===== config.mk =====
export PLATFORM = sky130hd
export DESIGN_NAME = eth_tx_scheduler
export DESIGN_NICKNAME = d
export VERILOG_FILES = /design/src/rtl/eth_pkg.sv /design/src/rtl/eth_rr_arbiter.sv /design/src/rtl/eth_tx_scheduler.sv
export SDC_FILE = /design/constraint.sdc
export NUM_CORES = 1
export LEC_CHECK = 0
export CAP_MARGIN = 10
export CELL_PAD_IN_SITES_DETAIL_PLACEMENT = 0
export CELL_PAD_IN_SITES_GLOBAL_PLACEMENT = 1
export CORE_AREA = 2 2 145 147
export CTS_CLUSTER_DIAMETER = 100
export DETAILED_ROUTE_END_ITERATION = 7
export DIE_AREA = 0 0 147 149
export PLACE_DENSITY = 0.86
export SKIP_LAST_GASP = 1
export SYNTH_ARGS = -nofsm -noshare
export SYNTH_HDL_FRONTEND = slang
export SYNTH_SLANG_ARGS = --single-unit

===== constraint.sdc =====
create_clock -name clk -period 8.4 [get_ports clk]
set_input_delay 0.84 -clock clk [delete_from_list [all_inputs] [get_ports clk]]
set_output_delay 0.84 -clock clk [all_outputs]
set_load 0.005 [all_outputs]

===== src/rtl/eth_pkg.sv =====
// Shared Ethernet framing definitions for the TX scheduler and RX path.
package eth_pkg;

  typedef enum logic [2:0] {
    ST_IDLE,
    ST_PREAMBLE,
    ST_MAC,
    ST_SIZE,
    ST_DATA,
    ST_GAP
  } eth_state_e;

  localparam logic [7:0] PREAMBLE_BYTE = 8'hAA;
  localparam int         MAC_BYTES     = 6;
  localparam int         HDR_BYTES     = 7;   // MAC bytes plus the size byte

  // Byte idx of a MAC address, LSB byte first on the wire.
  function automatic logic [7:0] mac_byte(input logic [47:0] mac, input logic [2:0] idx);
    return mac[{idx, 3'b000} +: 8];
  endfunction

endpackage


===== src/rtl/eth_rr_arbiter.sv =====
// Combinational round-robin picker: first set request at or above ptr, with wrap.
module eth_rr_arbiter #(
  parameter int NREQ = 4,
  parameter int IW   = (NREQ > 1) ? $clog2(NREQ) : 1
) (
  input  logic [NREQ-1:0] req_i,
  input  logic [IW-1:0]   ptr_i,
  output logic [NREQ-1:0] gnt_o,
  output logic [IW-1:0]   idx_o,
  output logic            valid_o
);

  logic found;
  int   cand;

  // Scan requests starting at ptr, wrapping once around the vector.
  always_comb begin
    // NOTE: every output of a combinational block gets a default first so no path leaves it unassigned (which would infer a latch).
    gnt_o = '0;
    idx_o = '0;
    found = 1'b0;
    cand  = 0;
    for (int i = 0; i < NREQ; i++) begin
      cand = int'(ptr_i) + i;
      if (cand >= NREQ) cand = cand - NREQ;
      if (!found && req_i[cand]) begin
        found       = 1'b1;
        gnt_o[cand] = 1'b1;
        idx_o       = IW'(cand);
      end
    end
    valid_o = found;
  end

endmodule


===== src/rtl/eth_tx_scheduler.sv =====
// Round-robin TX scheduler: grants one requester the byte link and sequences
// preamble, destination MAC, size byte, payload and inter-frame gap.
module eth_tx_scheduler
  import eth_pkg::*;
#(
  parameter int NREQ       = 4,
  parameter int PBLE_LEN   = 8,
  parameter int IFG_CYCLES = 12
) (
  input  logic               clk,
  input  logic               rst,
  input  logic [NREQ-1:0]    req,
  input  logic [48*NREQ-1:0] req_mac,
  input  logic [8*NREQ-1:0]  req_len,
  input  logic [8*NREQ-1:0]  pl_data,
  input  logic               abort,
  output logic [NREQ-1:0]    grant,
  output logic [NREQ-1:0]    pl_pop,
  output logic [7:0]         tx_data,
  output logic               tx_valid,
  output logic               busy,
  output logic [NREQ-1:0]    frame_done,
  output logic [NREQ-1:0]    aborted
);

  localparam int              IW        = (NREQ > 1) ? $clog2(NREQ) : 1;
  localparam int              GW        = $clog2(IFG_CYCLES + 1);
  localparam logic [7:0]      PBLE_LAST = 8'(PBLE_LEN - 1);
  localparam logic [7:0]      MAC_LAST  = 8'(MAC_BYTES - 1);
  localparam logic [GW-1:0]   GAP_LAST  = GW'(IFG_CYCLES - 1);

  eth_state_e      state_q;
  logic [IW-1:0]   ptr_q, owner_q;
  logic [47:0]     mac_q;
  logic [7:0]      len_q, cnt_q;
  logic [GW-1:0]   gap_q;
  logic [NREQ-1:0] grant_q, done_q, aborted_q;
  logic [7:0]      tx_data_q;
  logic            tx_valid_q;

  logic [NREQ-1:0] arb_gnt;
  logic [IW-1:0]   arb_idx, ptr_d;
  logic            arb_valid;
  logic [47:0]     sel_mac;
  logic [7:0]      sel_len, pl_byte;
  logic            in_frame, abort_hit, frame_end, load_pl;

  eth_rr_arbiter #(.NREQ(NREQ), .IW(IW)) u_arb (
    .req_i   (req),
    .ptr_i   (ptr_q),
    .gnt_o   (arb_gnt),
    .idx_o   (arb_idx),
    .valid_o (arb_valid)
  );

  assign ptr_d   = (int'(arb_idx) == NREQ - 1) ? '0 : arb_idx + 1'b1;
  assign sel_mac = req_mac[48*int'(arb_idx) +: 48];
  assign sel_len = req_len[8*int'(arb_idx) +: 8];
  assign pl_byte = pl_data[8*int'(owner_q) +: 8];

  assign in_frame  = (state_q == ST_PREAMBLE) || (state_q == ST_MAC) ||
                     (state_q == ST_SIZE)     || (state_q == ST_DATA);
  assign abort_hit = abort && in_frame;
  assign frame_end = ((state_q == ST_SIZE) && (len_q == 8'd0)) ||
                     ((state_q == ST_DATA) && (cnt_q == len_q - 8'd1));
  // A payload byte is captured into the TX register at the next edge; the
  // pop travels with that capture so the show-ahead source advances in step.
  assign load_pl   = ((state_q == ST_SIZE) && (len_q != 8'd0)) ||
                     ((state_q == ST_DATA) && !frame_end);

  assign pl_pop     = (load_pl && !abort_hit) ? grant_q : '0;
  assign grant      = grant_q;
  assign tx_data    = tx_data_q;
  assign tx_valid   = tx_valid_q;
  assign busy       = (state_q != ST_IDLE);
  assign frame_done = done_q;
  assign aborted    = aborted_q;

  // Frame sequencer with registered link outputs; abort overrides the step.
  always_ff @(posedge clk) begin
    if (rst) begin
      state_q    <= ST_IDLE;
      ptr_q      <= '0;
      owner_q    <= '0;
      mac_q      <= '0;
      len_q      <= '0;
      cnt_q      <= '0;
      gap_q      <= '0;
      grant_q    <= '0;
      done_q     <= '0;
      aborted_q  <= '0;
      tx_data_q  <= '0;
      tx_valid_q <= 1'b0;
    end else begin
      // NOTE: sequential state uses non-blocking assignments so every register samples pre-edge values; later assignments below win.
      done_q    <= '0;
      aborted_q <= '0;
      case (state_q)
        ST_IDLE: begin
          if (arb_valid) begin
            owner_q    <= arb_idx;
            mac_q      <= sel_mac;
            len_q      <= sel_len;
            ptr_q      <= ptr_d;
            grant_q    <= arb_gnt;
            tx_data_q  <= PREAMBLE_BYTE;
            tx_valid_q <= 1'b1;
            cnt_q      <= '0;
            state_q    <= ST_PREAMBLE;
          end
        end
        ST_PREAMBLE: begin
          if (cnt_q == PBLE_LAST) begin
            cnt_q     <= '0;
            tx_data_q <= mac_byte(mac_q, 3'd0);
            state_q   <= ST_MAC;
          end else begin
            cnt_q <= cnt_q + 8'd1;
          end
        end
        ST_MAC: begin
          if (cnt_q == MAC_LAST) begin
            tx_data_q <= len_q;
            state_q   <= ST_SIZE;
          end else begin
            tx_data_q <= mac_byte(mac_q, 3'(cnt_q + 8'd1));
            cnt_q     <= cnt_q + 8'd1;
          end
        end
        ST_SIZE: begin
          if (len_q != 8'd0) begin
            tx_data_q <= pl_byte;
            cnt_q     <= '0;
            state_q   <= ST_DATA;
          end
        end
        ST_DATA: begin
          if (!frame_end) begin
            tx_data_q <= pl_byte;
            cnt_q     <= cnt_q + 8'd1;
          end
        end
        ST_GAP: begin
          if (gap_q == GAP_LAST) state_q <= ST_IDLE;
          else                   gap_q   <= gap_q + 1'b1;
        end
        default: state_q <= ST_IDLE;
      endcase

      if (frame_end || abort_hit) begin
        state_q    <= ST_GAP;
        gap_q      <= '0;
        grant_q    <= '0;
        tx_data_q  <= '0;
        tx_valid_q <= 1'b0;
        done_q     <= abort_hit ? '0 : grant_q;
        aborted_q  <= abort_hit ? grant_q : '0;
      end
    end
  end

endmodule


==> results.ini <==
[finish]
finish.utilization=0.4829
layout_common_cells=clkdlybuf4s50_1, mux2i_1, nand2_1, dfxtp_1, o221ai_1
finalNonFillerCells=1274
layout-drive-gt1-share=0.05706
syn_to_final_growth_pct=51.12
fin_nets=1269
antenna_cells=0
final_common_cell=clkdlybuf4s50_1
fillers=1969

[die]
io_pins=289
initial_utilization=0.3195
core-area_um2=20560
die_y_um=149
rows=53
die_width_um=147
die-area_um2=21900

[sta]
max_freq_mhz=203.6
finalSetupTns_ps=0
worst_pin_slew_ps=1172
fin_crit_ps=4912
relSlewSlack=0.2186
final.setup_skew_ps=14.52
rsz0062_at_grt=false
slew_viol_final=0
post-route-period-util=0.5848
layout_setup_ws_ps=3488
setup-violations-final=0
hold_viol_final=0

[synth]
synth_warnings=0
avgSynthCellArea_um2=8.770
synth-seq-area-share=0.2926
synth_nets=1024
async_flop_share=0
synth_area_um2=6569
synth_edf_count=0
synth.distinct_cells=59
ys_ff_latch=96
synth-main-ff-cell=dfxtp_1
synthCells=749

[critical_path]
rr_endpoint=len_q[6]
path_class=reg -> reg
critPathMaxStageDelay_ps=910
cp_max_fo=62
arrival_ps=5100
reg2reg_depth=10
crit_chain=inv_1 -> ha_1 -> mux2_2 -> o21ai_0 -> o311ai_0 -> o2111ai_4 -> buf_4 -> buf_4 -> mux2i_1 -> o221ai_1
endpoint_kind=register
cp-start-kind=register
crit_required_ps=8580
rrSetupSlack_ps=3490
cpMostUsedCell=buf_4
crit_slowest_cell=buf_4

[cts]
clk_latency_ps=360
cts_hold_buffers=0
cts_buffer_depth=2
cts_sinks=96
htree_levels=3
clockRootBuffer=clkbuf_16
post_cts_buffers=0
cts_tree=built
path_clk_slew_ps=70
cts_inserted_buffers=9
cts-resized-gates=0

[worst_hold_path]
min_from=tx_data[1]
hold_path.class=reg -> reg
whs_path_depth=2
min_to=tx_data[1]

[placement]
dp_cells=1258
post-place-ws_ps=3594
finalWeightedCongestion=0.9000
numPortBuffers=288
dp_hpwl_um=19370

[grt]
track_usage=0.2202
grt_pass1_wl_um=37370
globalRouteOverflowTotal=0
grt_pass1_vias=6574
antenna_found_initial=1
grt_start_max_net_pins=63

[routing]
drt_iter0_markers=354
wl_per_cell_um=19.63
wirelength_um=25000
first_pass_iters=5
drc=0
postRouteAntennaNets=0
avgViaCountPerCell=5.376
vias=6849

[pwr]
p_per_area_nw_per_um2=280.7
p_leak_nw=3.957
vdd_drop_max_uv=172.4
power_mw=2.787

[flow_run]
maxCapViolations=0

[status]
status=finished clean

==> logic make-up (layout without fill, tap and decap cells) <==
| group | after synthesis | after routing | share of synthesized area |
|---|---|---|---|
| AOI/OAI and AO/OA | 173 | 173 | 0.1949 |
| muxes | 146 | 146 | 0.2566 |
| and+or+nand+nor | 235 | 235 | 0.1691 |
| adders and majority gates | 12 | 12 | 0.02286 |
| buffers and inverters | 73 | 323 | 0.04534 |
| xor gates and xnor gates | 14 | 14 | 0.01867 |
| DFF | 96 | 96 | 0.2926 |
==> layout make-up <==
cell class / count / area (um2) / share of cell area
clock buffer: 10 / 229.0 / 0.02307
clock inverter: 6 / 75.07 / 0.007562
inverter: 13 / 48.80 / 0.004916
multi-input combinational: 580 / 4380 / 0.4413
sequential: 96 / 1922 / 0.1936
tap: 275 / 344.1 / 0.03466
timing repair buffer: 294 / 2928 / 0.2949
==> per-layer routing <==
metal,routed length (um),global-route usage,share of wire,vias up
li1,-,-,-,3338
met1,10660,0.2888,0.43,3235
met2,12370,0.3669,0.49,243
met3,1455,0.04220,0.058,31
met4,504,0.07115,0.020,2
met5,12,0,0.00048,-
==> metrics by stage <==
step           cell area, um2  hold WS [ps]
5_1_grt                  9927         488.4
4_1_cts                  9927         464.3
3_5_place_dp             9623         447.5
3_3_place_gp             9623         441.3
2_1_floorplan            6569         426.9
6_report                 9927         461.6
==> Yosys cell counts (all sizes together), types with 13 or more instances <==
master	instances	area [um2]
buf	24	113.9
o21ai	22	110.1
clkbuf	36	135.1
nand2	96	360.4
dfxtp	96	1922
mux4	17	382.9
inv	13	48.80
nor3	19	95.09
nand3	13	70.07
a21oi	33	168.9
nor2	41	153.9
mux2i	120	1201
o221ai	56	490.5
and3	18	112.6
==> critical path, delay by kind of cell, from the launching register on <==
family	cells	cell delay [ps]
AO/OA/AOI/OAI	4	650
multiplexers	2	690
adder cells (fa/ha/maj)	1	640
buffers and inverters	3	1870
flip-flops	1	790
==> worst max path at each step <==
stage          slack [ps]         to     start
6_report             3490   len_q[6]  register
5_1_grt              3150   len_q[6]  register
4_1_cts              3580   len_q[6]  register
3_5_place_dp         3590   len_q[6]  register
3_3_place_gp         3690  mac_q[39]  register
2_1_floorplan        5340  pl_pop[0]  len_q[0]
==> state kept, by name, indices dropped and copies added (netlist names), named ones only <==
register / cells
tx_data: 8
grant: 4
owner_q: 2
tx_valid: 1
cnt_q: 8
len_q: 8
frame_done: 4
ptr_q: 1
aborted: 4
gap_q: 4
mac_q: 48
state_q: 3
==> where the power goes <==
part / internal (mW) / switching [mW] / leakage (nW)
combinational: 0.753 / 0.842 / 3.02
clock: 0.236 / 0.201 / 0.145
sequential: 0.588 / 0.168 / 0.789
total: 1.58 / 1.21 / 3.96
Power figures use the tool's default switching activity.
